### config.mk
export PLATFORM = sky130hd
export DESIGN_NAME = status_frame_tx
export DESIGN_NICKNAME = d
export VERILOG_FILES = /design/src/rtl/status_frame_pkg.sv /design/src/rtl/status_frame_trigger.sv /design/src/rtl/status_frame_tx.sv
export SDC_FILE = /design/constraint.sdc
export NUM_CORES = 1
export LEC_CHECK = 0
export BUFFER_PORTS_ARGS = -buffer_cell sky130_fd_sc_hd__buf_4
export CORE_MARGIN = 2
export CORE_UTILIZATION = 40
export CTS_BUF_LIST = sky130_fd_sc_hd__clkbuf_8
export CTS_CLUSTER_DIAMETER = 150
export DETAILED_ROUTE_END_ITERATION = 6
export GPL_TIMING_DRIVEN = 1
export PLACE_DENSITY = 0.63
export SETUP_SLACK_MARGIN = 0.05
export SLEW_MARGIN = 20
export SYNTH_ARGS = -nofsm -noshare
export SYNTH_HDL_FRONTEND = slang
export SYNTH_HIERARCHICAL = 1
export SYNTH_SLANG_ARGS = --single-unit
### constraint.sdc
create_clock -name clk -period 4.2 [get_ports clk]
set_input_delay 0.63 -clock clk [delete_from_list [all_inputs] [get_ports clk]]
set_output_delay 0.63 -clock clk [all_outputs]
set_load 0.05 [all_outputs]
### src/rtl/status_frame_pkg.sv
// rtl/status_frame_pkg.sv - framing constants, status layout and FSM encoding shared with the command parser
package status_frame_pkg;

  localparam logic [7:0] SOF0 = 8'hEB;
  localparam logic [7:0] SOF1 = 8'h90;
  localparam logic [7:0] EOF0 = 8'h09;
  localparam logic [7:0] EOF1 = 8'hD7;

  localparam logic [7:0] SRC_ID_DEFAULT = 8'hBA;

  localparam int ST_SWITCH  = 0;
  localparam int ST_RESET_A = 1;
  localparam int ST_RESET_B = 2;
  localparam int ST_POWER_A = 3;
  localparam int ST_POWER_B = 4;
  localparam int ST_ERR     = 5;
  localparam int ST_EVENT   = 6;

  // Both CPUs powered, CPU A host, no reset pulses: the expected state after power-up.
  localparam logic [4:0] LAST_SENT_RESET = 5'h18;

  typedef enum logic [5:0] {
    S_IDLE  = 6'b000001,
    S_LATCH = 6'b000010,
    S_SPACE = 6'b000100,
    S_PUSH  = 6'b001000,
    S_GAP   = 6'b010000,
    S_DONE  = 6'b100000
  } frame_state_e;

  function automatic logic [7:0] frame_chk(input logic [7:0] seq,
                                           input logic [7:0] src,
                                           input logic [7:0] status);
    return 8'h00 - seq - src - status;
  endfunction

  function automatic logic [7:0] frame_byte(input logic [2:0] idx,
                                            input logic [7:0] seq,
                                            input logic [7:0] src,
                                            input logic [7:0] status,
                                            input logic [7:0] chk);
    logic [7:0] b;
    b = 8'h00;
    case (idx)
      3'd0: b = SOF0;
      3'd1: b = SOF1;
      3'd2: b = seq;
      3'd3: b = src;
      3'd4: b = status;
      3'd5: b = chk;
      3'd6: b = EOF0;
      3'd7: b = EOF1;
      default: b = 8'h00;
    endcase
    return b;
  endfunction

endpackage

### src/rtl/status_frame_trigger.sv
// rtl/status_frame_trigger.sv - period timer, change detect, sticky error and pending coalescing
module status_frame_trigger
  import status_frame_pkg::*;
#(
  parameter int unsigned PERIOD_CYCLES = 1000000
) (
  input  logic       clk,
  input  logic       rst_n,
  input  logic [4:0] status_raw,
  input  logic       error_in,
  input  logic       send_req,
  input  logic       start,
  input  logic       snap,
  output logic       pending,
  output logic [7:0] status
);

  localparam int unsigned TIMER_W = (PERIOD_CYCLES > 1) ? $clog2(PERIOD_CYCLES) : 1;
  localparam int unsigned TIMER_LAST_I = (PERIOD_CYCLES > 0) ? PERIOD_CYCLES - 1 : 0;
  localparam logic [TIMER_W-1:0] TIMER_LAST = TIMER_W'(TIMER_LAST_I);
  localparam bit PERIODIC = (PERIOD_CYCLES != 0);

  logic [TIMER_W-1:0] timer;
  logic [4:0]         last_sent;
  logic               pending_q;
  logic               event_q;
  logic               err_sticky;
  logic               differs;
  logic               change;
  logic               timer_hit;
  logic               trig;

  assign differs   = (status_raw != last_sent);
  // The snapshot itself captures a difference seen in the LATCH cycle, so it must not requeue.
  assign change    = differs && !snap;
  assign timer_hit = PERIODIC && (timer == TIMER_LAST);
  assign trig      = send_req | timer_hit | change;
  assign pending   = pending_q | trig;

  always_comb begin
    status              = {3'b000, status_raw};
    status[ST_ERR]      = err_sticky;
    status[ST_EVENT]    = event_q | differs;
  end

  // Timer is cleared as the FSM leaves IDLE so it reads 0 during the snapshot cycle,
  // which spaces periodic snapshots exactly PERIOD_CYCLES apart.
  always_ff @(posedge clk or negedge rst_n) begin
    if (!rst_n) begin
      timer      <= '0;
      last_sent  <= LAST_SENT_RESET;
      pending_q  <= 1'b0;
      event_q    <= 1'b0;
      err_sticky <= 1'b0;
    end else begin
      if (!PERIODIC || start || timer_hit) begin
        timer <= '0;
      end else begin
        timer <= timer + TIMER_W'(1);
      end
      pending_q  <= start ? 1'b0 : (pending_q | trig);
      event_q    <= snap ? 1'b0 : (event_q | change);
      err_sticky <= error_in | (err_sticky & ~snap);
      if (snap) begin
        last_sent <= status_raw;
      end
    end
  end

endmodule

### src/rtl/status_frame_tx.sv
// rtl/status_frame_tx.sv - builds 8-byte status frames and writes them into the UART TX FIFO
module status_frame_tx
  import status_frame_pkg::*;
#(
  parameter int unsigned PERIOD_CYCLES = 1000000,
  parameter int unsigned FIFO_DEPTH    = 16,
  parameter int unsigned COUNTER_W     = 5,
  parameter logic [7:0]  SRC_ID        = SRC_ID_DEFAULT,
  parameter int unsigned GAP           = 3
) (
  input  logic                 clk,
  input  logic                 rst_n,
  input  logic                 switch,
  input  logic                 reset_a_signal,
  input  logic                 reset_b_signal,
  input  logic                 power_on_A,
  input  logic                 power_on_B,
  input  logic                 error_in,
  input  logic                 send_req,
  input  logic [COUNTER_W-1:0] tf_counter,
  output logic                 tf_push,
  output logic [7:0]           tdr,
  output logic                 busy,
  output logic                 frame_done,
  output logic [7:0]           seq
);

  localparam logic [COUNTER_W-1:0] ROOM_MAX = COUNTER_W'(FIFO_DEPTH - 8);
  localparam int unsigned GAP_W = (GAP > 1) ? $clog2(GAP) : 1;
  localparam logic [GAP_W-1:0] GAP_LAST = GAP_W'((GAP > 0) ? GAP - 1 : 0);

  frame_state_e     state, state_n;
  logic [2:0]       idx, idx_n;
  logic [GAP_W-1:0] gap_cnt, gap_n;
  logic [7:0]       stat_r;
  logic [7:0]       chk_r;
  logic [7:0]       status;
  logic [4:0]       status_raw;
  logic             pending;
  logic             start;
  logic             snap;

  always_comb begin
    status_raw             = 5'b00000;
    status_raw[ST_SWITCH]  = switch;
    status_raw[ST_RESET_A] = reset_a_signal;
    status_raw[ST_RESET_B] = reset_b_signal;
    status_raw[ST_POWER_A] = power_on_A;
    status_raw[ST_POWER_B] = power_on_B;
  end

  assign start = (state == S_IDLE) && pending;
  assign snap  = (state == S_LATCH);

  status_frame_trigger #(
    .PERIOD_CYCLES(PERIOD_CYCLES)
  ) u_trigger (
    .clk        (clk),
    .rst_n      (rst_n),
    .status_raw (status_raw),
    .error_in   (error_in),
    .send_req   (send_req),
    .start      (start),
    .snap       (snap),
    .pending    (pending),
    .status     (status)
  );

  always_ff @(posedge clk or negedge rst_n) begin
    if (!rst_n) begin
      state   <= S_IDLE;
      idx     <= '0;
      gap_cnt <= '0;
    end else begin
      state   <= state_n;
      idx     <= idx_n;
      gap_cnt <= gap_n;
    end
  end

  always_comb begin
    state_n    = state;
    idx_n      = idx;
    gap_n      = gap_cnt;
    tf_push    = 1'b0;
    busy       = 1'b1;
    frame_done = 1'b0;
    unique case (state)
      S_IDLE: begin
        busy = 1'b0;
        if (pending) state_n = S_LATCH;
      end
      S_LATCH: state_n = S_SPACE;
      // Room for the whole frame is checked once; bytes then go out without further flow control.
      S_SPACE: begin
        if (tf_counter <= ROOM_MAX) begin
          state_n = S_PUSH;
          idx_n   = 3'd0;
        end
      end
      S_PUSH: begin
        tf_push = 1'b1;
        gap_n   = '0;
        if (GAP != 0) begin
          state_n = S_GAP;
        end else if (idx == 3'd7) begin
          state_n = S_DONE;
        end else begin
          idx_n = idx + 3'd1;
        end
      end
      S_GAP: begin
        if (gap_cnt == GAP_LAST) begin
          if (idx == 3'd7) begin
            state_n = S_DONE;
          end else begin
            idx_n   = idx + 3'd1;
            state_n = S_PUSH;
          end
        end else begin
          gap_n = gap_cnt + GAP_W'(1);
        end
      end
      S_DONE: begin
        busy       = 1'b0;
        frame_done = 1'b1;
        state_n    = S_IDLE;
      end
      default: begin
        busy    = 1'b0;
        state_n = S_IDLE;
      end
    endcase
  end

  always_ff @(posedge clk or negedge rst_n) begin
    if (!rst_n) begin
      seq    <= 8'h00;
      stat_r <= 8'h00;
      chk_r  <= 8'h00;
    end else begin
      if (snap) begin
        stat_r <= status;
        chk_r  <= frame_chk(seq, SRC_ID, status);
      end
      if (state == S_DONE) begin
        seq <= seq + 8'd1;
      end
    end
  end

  assign tdr = tf_push ? frame_byte(idx, seq, SRC_ID, stat_r, chk_r) : 8'h00;

endmodule

; ---- Word-level counts from Yosys, hierarchy flattened
; Cells that the tools add are included.
[totals]
register_bits = 62
word_cells = 78
output_inout_bits = 19
[op_classes]
n_reduce_logical = 11
mux = 19
n_bitwise = 8
order_cmp = 1
n_eq_ne = 21
add_sub_neg = 7
[op_table]
columns = cell, n
row1 = 8-bit one-hot mux with 8 select lines, 1
row2 = 6-bit one-hot mux with 5 select lines, 1
row3 = 6-bit two-way mux, 4
row4 = 20-bit by 1-bit adder with 20-bit output (second input constant), 1
row5 = 20-bit == test (second input constant), 1
row6 = 20-bit two-way mux, 1
row7 = 3-bit == test (second input constant), 4
row8 = 2-bit != test (second input constant), 5
row9 = 3-bit two-way mux, 3
row10 = 8-bit by 1-bit adder with 8-bit output (second input constant), 1
row11 = 8-bit two-way mux, 1
row12 = 1-bit by 8-bit subtractor with 8-bit output (first input constant), 1
row13 = 8-bit by 7-bit subtractor with 8-bit output, 1
row14 = 8-bit subtractor (second input constant), 1
row15 = 3-bit by 2-bit == test with 1-bit output (second input constant), 2
row16 = 6-bit by 1-bit == test with 1-bit output (second input constant), 1
row17 = 6-bit by 2-bit == test with 1-bit output (second input constant), 1
row18 = 6-bit by 3-bit == test with 1-bit output (second input constant), 1
row19 = 6-bit by 4-bit == test with 1-bit output (second input constant), 1
row20 = 6-bit by 5-bit == test with 1-bit output (second input constant), 1
row21 = 6-bit == test (second input constant), 1
row22 = 1-bit OR, 6
row23 = 3-bit one-hot mux with 2 select lines, 1
row24 = 5-bit by 4-bit less-or-equal comparator with 1-bit output (second input constant), 1
row25 = 19 further kinds, 25

; ---- Logic depth before layout (Yosys ltp)
; Gate-level depths: netlist (run 1).
[logic_depth]
ltp_word = 8
depth_mapped = 13
mapped_depth_nobuf = 10

; ---- Modules after synthesis
; The synthesis (run 1) kept the hierarchy.
[by_module_without_submodules]
columns = module, n_inst, cells_per_inst, area_each_um2
row1 = status_frame_tx, 1, 235, 2140.8
row2 = status_frame_trigger, 1, 137, 1441.4

; ---- Worst setup path before layout (run 1)
; Ideal clock, no wire load.
[synth_path]
path_kind = flip-flop to output port
start = register state[1]
end = output tdr[4]
stages_incl_launch_ff = 5
required_time_ns = 3.570
arrival_time_ns = 2.462
setup_slack_ns = 1.108
path_cell_list = dfrtp_1 -> nor4_1 -> nand3b_1 -> clkbuf_1 -> a311oi_1
[synth_between]
elab_chain_cells = 3
[synth_rtl]
columns = element, line
row1 = from (decl), status_frame_tx.sv:32  ; frame_state_e state, state_n;
row2 = from (signal assigned), status_frame_tx.sv:75  ; state <= state_n;
row3 = 6-bit by 4-bit == test with 1-bit output, status_frame_tx.sv:88  ; unique case (state)
row4 = 1-bit two-way mux, status_frame_tx.sv:88
row5 = 8-bit two-way mux, status_frame_tx.sv:152  ; assign tdr = tf_push ? frame_byte(idx, seq, SRC_ID, stat_r, chk_r) : 8'h00;
row6 = to (decl), status_frame_tx.sv:22  ; output logic [7:0] tdr,
; No other way between the ends.

; ---- Final worst setup path (run 1)
[layout_path]
start = register state[5]
end = register idx[0]
[layout_between]
elab_chain_cells = 3
[layout_rtl]
columns = element, line
row1 = 6-bit by 5-bit == test with 1-bit output or 6-bit by 3-bit == test with 1-bit output (tied branches), status_frame_tx.sv:88
row2 = 2-bit != test (no source line) or 2-bit nonzero test (tied branches), n/a
row3 = 4-bit AND reduction (no source line), n/a
row4 = to (signal assigned), status_frame_tx.sv:76  ; idx <= idx_n;
row5 = to (decl), status_frame_tx.sv:33  ; logic [2:0] idx, idx_n;
; Parallel ways exist; a longest one is shown, timed or not.
; A chain may end at the register's enable or synchronous reset.

==> metrics, run 1 <==
worst hold path class in -> async; main combinational cell family by area after synthesis simple AND/OR/NAND/NOR gates; Area Overhead vs Synth 12.4%; final hold vios 0; clock sinks 63; CP max stage cell or4_4; flop2flop setup slack 970 ps; R2R Path Start state[5]; I/O Buffers 32; initial antenna violation count 0; Post-Synthesis Net Count 409; Post-Synth Adder-Cell Area 0.0824; Final Worst Setup Slack slightly below 1000 ps; Async SR Flop Fraction 1.00; R2R Path End idx[0]; CP required roughly 4500 ps; number of synthesized flops with an enable pin 0; Worst Path Arrival about 3500 ps; CP max FO 29; fraction of layout cells with a size suffix above 1 0.153; drt first pass iters 4; RSZ-0062 raised after global routing no; Setup Buffers After CTS 0; Yosys reg bits between 60 and 70; Mean Syn Cell Area 9.63 um^2; top cells by count, synth dfrtp_1 (60), nand2_1 (42), inv_1 (24), nor2_1 (24), ha_1 (22); Simple-Gate Fraction of Synth Area 0.197; die height 98.6 um; Layout Skew 13.7 ps; fmax 0.310 GHz; post-synthesis sequential area ratio 0.441; pwr dens 508 nW/um^2; DIE WIDTH 98.6 um; vias after detailed routing about 2700; Post-DRT Antenna Nets 0; Final Power 0.00205 W; H-tree levels 3; DP HPWL about 5500 um; critical path class reg -> reg; CTS tree done; Total Neg Setup Slack 0 ps; Synthesis Warnings 6; CTS Buf Count 9; num rows 34; most common cell in the synthesized netlist dfrtp_1; remaining global-route overflow 0; IO Pins 33; status complete, no violations; mux share of post-synthesis cell area 0.0189; CP peak stage delay 560 ps; max-slew violations 0; Least-Margin Pin Slew 1010 ps; cts repair resizes 0; nets 433; final core occ 0.462; Initial Util 0.411; VDD IR-drop max 0.000211 V; largest net degree at the start of global routing 64; gr usage total 0.166; ys flop type dfrtp_1; clk_lat worst skew 340 ps; period utilization 0.768; vias in the first global route 2583; leakage between 1.5 and 2 nW; Max-Cap Viols 0; DRC violation count after routing 0; first-pass GRT wire length 12800 um; Clk pin slew, worst setup/hold paths 80 ps; Placed Instances 493; Clock Tree Buf Depth 2; Reg2Reg Depth 10; clk root buf clkbuf_8; Finish-stage setup viols 0; Iter 0 DRT Violations 135; Diodes inserted 0; Post-Syn Area 3580 um^2; critical path cell sequence or4_4 > or3b_1 > buf_4 > clkinv_1 > inv_1 > o21ai_0 > nand3_1 > or4b_1 > o2111ai_1 > mux2_2; Core Box Area just under 9000 um^2; crit path launch type flop; fin crit period approximately 3200 ps; Worst Path Buf+Inv 3; synthesized netlist cell count about 370; post-cts hold buffer count 0; leading area contributor after synthesis dfrtp_1; Yosys top cell area share 0.419; WL final 7570 um; die footprint ~9700 um^2; relative slew slack 0.323; Finished Layout Cells 508; CP top delay family simple AND/OR/NAND/NOR gates; wire per inst 14.9 um; GPL Wtd Cong between 0.8 and 0.9; Netlist cell types 55; XOR/XNOR share of the synthesized area 0.0709; pre-CTS WS 953 ps; top area cells in the synthesized netlist dfrtp_1 (42%), ha_1 (7.7%), nand2_1 (4.4%); Synth Area in Compound Gates 0.127; critical path endpoint category flop; Vias/cell 5.37
==> stage by stage <==
step	hold WS, ps	instance area, um^2
floorplan	334	3580
global placement	443	3840
detailed placement	449	3840
CTS	404	4030
global route	422	4030
finish	345	4030
==> sequential cells by signal, summed over array words and instances, names as in the netlist <==
name and flops:
stat_r 8, u_trigger/pending_q 1, u_trigger/err_sticky 1, chk_r 8, u_trigger/last_sent 5, gap_cnt 2, u_trigger/timer 20, state 6
seq 8, u_trigger/event_q 1, idx 3
==> worst max path at each step <==
stage,endpoint,startpoint,slack [ps],cells past startpoint
after floorplan,tdr[4],state[1],1110,4
after global placement,idx[0],state[5],1050,10
after detailed placement,idx[0],state[5],950,10
after CTS,idx[0],state[5],960,10
after global routing,idx[0],state[5],740,10
final,idx[0],state[5],970,10
==> layer usage <==
layer	track usage	vias up	part of all wire	routed length, um
met3	0.0319	13	0.039	295
met2	0.237	64	0.44	3320
met5	0	-	0	0
met4	0.0738	0	0.024	184
met1	0.245	1300	0.50	3770
li1	-	1353	-	-
==> placed cells by master (no fill, tap or decap), types with 15 or more instances in the layout <==
cell and n:
dfrtp_1 60, buf_4 33, o21ai_0 21, inv_1 24, nand3_1 15, nand2_1 42
a21oi_1 16, nor2_1 24, ha_1 22, xnor2_1 17
==> cell families after synthesis <==
| logic type | after synthesis |
|---|---|
| flip-flops | 63 |
| other | 1 |
| AO/OA/AOI/OAI | 69 |
| XOR/XNOR | 29 |
| adder cells (fa/ha/maj) | 23 |
| multiplexers | 6 |
| buffers and inverters | 45 |
| AND/OR/NAND/NOR | 136 |
==> power breakdown <==
group          leakage (nW)  total [W]  internal (W)  switching (W)
logic                 0.984   0.000663      0.000265       0.000398
clock network        0.0871   0.000507      0.000268       0.000239
registers             0.816   0.000877      0.000776       0.000101
==> worst reg2reg max path: cells and delay by family (launching register included) <==
family / cells / cell delay (ps)
mux: 1 / 230
buf+inv: 3 / 610
simple gates: 4 / 1600
flops: 1 / 400
compound gates: 2 / 340
==> area by class of cell <==
type	count	area, um^2
clock buffers	9	124
well taps	108	135
flip-flops and latches	63	1580
clock inverters	6	62.6
fillers	834	4690
repair buffers	33	248
inverters	25	93.8
multi-input cells	264	1780
(Power assumes the default switching activity.)
==> run 2: changes to the inputs <==
--- a/config.mk
+++ b/config.mk
@@ -12,7 +12,7 @@
 export CTS_CLUSTER_DIAMETER = 150
 export DETAILED_ROUTE_END_ITERATION = 6
 export GPL_TIMING_DRIVEN = 1
-export PLACE_DENSITY = 0.63
+export PLACE_DENSITY = 0.66
 export SETUP_SLACK_MARGIN = 0.05
 export SLEW_MARGIN = 20
 export SYNTH_ARGS = -nofsm -noshare
==> constraint.sdc (replaced) <==
create_clock -name clk -period 2.8 [get_ports clk]
set_input_delay 0.42 -clock clk [delete_from_list [all_inputs] [get_ports clk]]
set_output_delay 0.42 -clock clk [all_outputs]
set_load 0.05 [all_outputs]
==> metrics, run 2 (same netlist as run 1, synthesis figures left out) <==
critical path class reg -> out; Final Power 0.00330 W (+61%); Finish-stage setup viols 0 (unchanged); remaining global-route overflow 0 (unchanged); CTS Buf Count 9 (unchanged); relative slew slack 0.337 (+0.0137); clk_lat worst skew 350 ps (about the same); routing usage on met2 0.249 (+0.0126); switching share of power 0.348 (-0.0122); crit path launch type flop; largest register by flop count u_trigger/timer; Post-DRT Antenna Nets 0 (unchanged); clk root buf clkbuf_8; number of flip-flops in the largest register 20 (unchanged); pwr dens 787 nW/um^2 (+55%); final hold vios 0 (unchanged); Core Box Area 8720 um^2 (unchanged); critical path endpoint category output pin; max-slew violations 0 (unchanged); GR met1 Demand/Resource 0.238 (-0.00615); commonest non-fill, non-tap cell in the layout dfrtp_1; gr usage total 0.169 (+0.00325); vias after detailed routing 2772 (+1.5%); Most Crowded Layer GR met2; IO Pins 33 (unchanged); Total Neg Setup Slack 0 ps (unchanged); GPL Wtd Cong 0.827 (about the same); fmax 0.374 GHz; die height 98.6 um (unchanged); drt first pass iters 6 (+2); Clock Tree Buf Depth 2 (unchanged); Max-Cap Viols 0 (unchanged); cell-internal power 0.00215 W (+64%); leakage 1.98 nW (+4.8%); Iter 0 DRT Violations 243 (+80%); DIE WIDTH 98.6 um (unchanged); VDD IR-drop max 0.000468 V (+120%); met3 Use GR 0.0383 (+0.00638); DRC violation count after routing 0 (unchanged); Reg power frac 0.406 (-0.022); Vias/cell 5.36 (-0.23%); Initial Util 0.411 (unchanged); first-pass GRT wire length 12900 um (+0.32%); R2R Path Start state[5]; period utilization 0.954; Layout Skew 14.4 ps (+0.677 ps); vias in the first global route 2630 (+1.8%); fraction of layout cells with a size suffix above 1 0.191 (+0.0382); RSZ-0062 raised after global routing yes; post-cts hold buffer count 0 (unchanged); Sw Pwr 0.00115 W (+56%); nets 441 (+1.8%); most frequent cells in the layout dfrtp_1 (59), nand2_1 (42), buf_4 (39); wire per inst 15.0 um (+0.67%); clock share of power 0.275 (+0.027); Area Overhead vs Synth 16.9%; WL final 7750 um (+2.5%); num rows 34 (unchanged); status complete, no violations; Worst Path Arrival 2250 ps (-1250 ps); worst hold path class in -> async; CTS tree done; die footprint 9730 um^2 (unchanged); Least-Margin Pin Slew 991 ps (-20.5 ps); CP required 2380 ps (-2100 ps); Diodes inserted 0 (unchanged); initial antenna violation count 0 (unchanged); H-tree levels 3 (unchanged); Clk pin slew, worst setup/hold paths 80 ps (about the same); DP HPWL 5490 um (unchanged); clock sinks 63 (unchanged); largest net degree at the start of global routing 64 (unchanged); combinational group share of total power 0.320 (-0.004); Setup crit start state[5]; I/O Buffers 32 (unchanged); CP max FO 28 (-3.4%); fin crit period ~2700 ps
[run 2: worst paths after layout]
check	to	slack [ps]	depth (start not counted)
max	busy	130	5
min	seq[2]	140	1
max reg2reg	idx[0]	210	9
min reg2reg	u_trigger/timer[0]	450	1
max in group asynchronous	idx[2]	2090	1
min in group clk	u_trigger/err_sticky	260	2
[run 2: per-stage QoR]
stage / instances / hold WS (ps) / utilization / instance area [um^2] / setup slack (ps)
after floorplan: 372 / 124 / - / 3640 / 38.1
after global placement: 495 / 445 / 0.446 / 3890 / 198
after detailed placement: 495 / 447 / 0.446 / 3890 / 119
after CTS: 513 / 188 / 0.475 / 4140 / 66.6
after global routing: 517 / 223 / 0.480 / 4190 / 18.9
final: 517 / 140 / 0.480 / 4190 / 129
[run 2: power groups by stage]
stage	combinational (W)	sequential, W	clock [W]
2_1_floorplan	0.000844	0.00129	0
6_report	0.00105	0.00134	0.000906
4_1_cts	0.00105	0.00133	0.000914
5_1_grt	0.00119	0.00136	0.000964
3_5_place_dp	0.00102	0.00134	0
3_3_place_gp	0.000998	0.00133	0
[run 2: routing by layer]
| metal | vias up | part of all wire |
|---|---|---|
| met4 | 0 | 0.020 |
| met1 | 1354 | 0.48 |
| met3 | 10 | 0.036 |
| met2 | 48 | 0.46 |
| li1 | 1360 | - |
| met5 | - | 0 |
[run 2: layout make-up]
cell class | count | area, um^2
Fill cell | 800 | 4530
Tap cell | 108 | 135
Inverter | 25 | 98.8
Clock buffer | 11 | 151
Clock inverter | 5 | 72.6
Multi-Input combinational cell | 264 | 1830
Timing Repair Buffer | 41 | 319
Sequential cell | 63 | 1580
[run 2: worst max-delay path: stages (launching register included)]
cell     delay (ps)
dfrtp_1         400
or4_4           560
or3b_4          430
buf_8           180
nand4_1         150
buf_6           180
[run 2: what timing repair did]
action                     CTS  global route
gates resized for setup      3             5
hold endpoints to repair     0             0
pin swaps                    1             4
buffers inserted             2             4
setup endpoints to repair    8            10
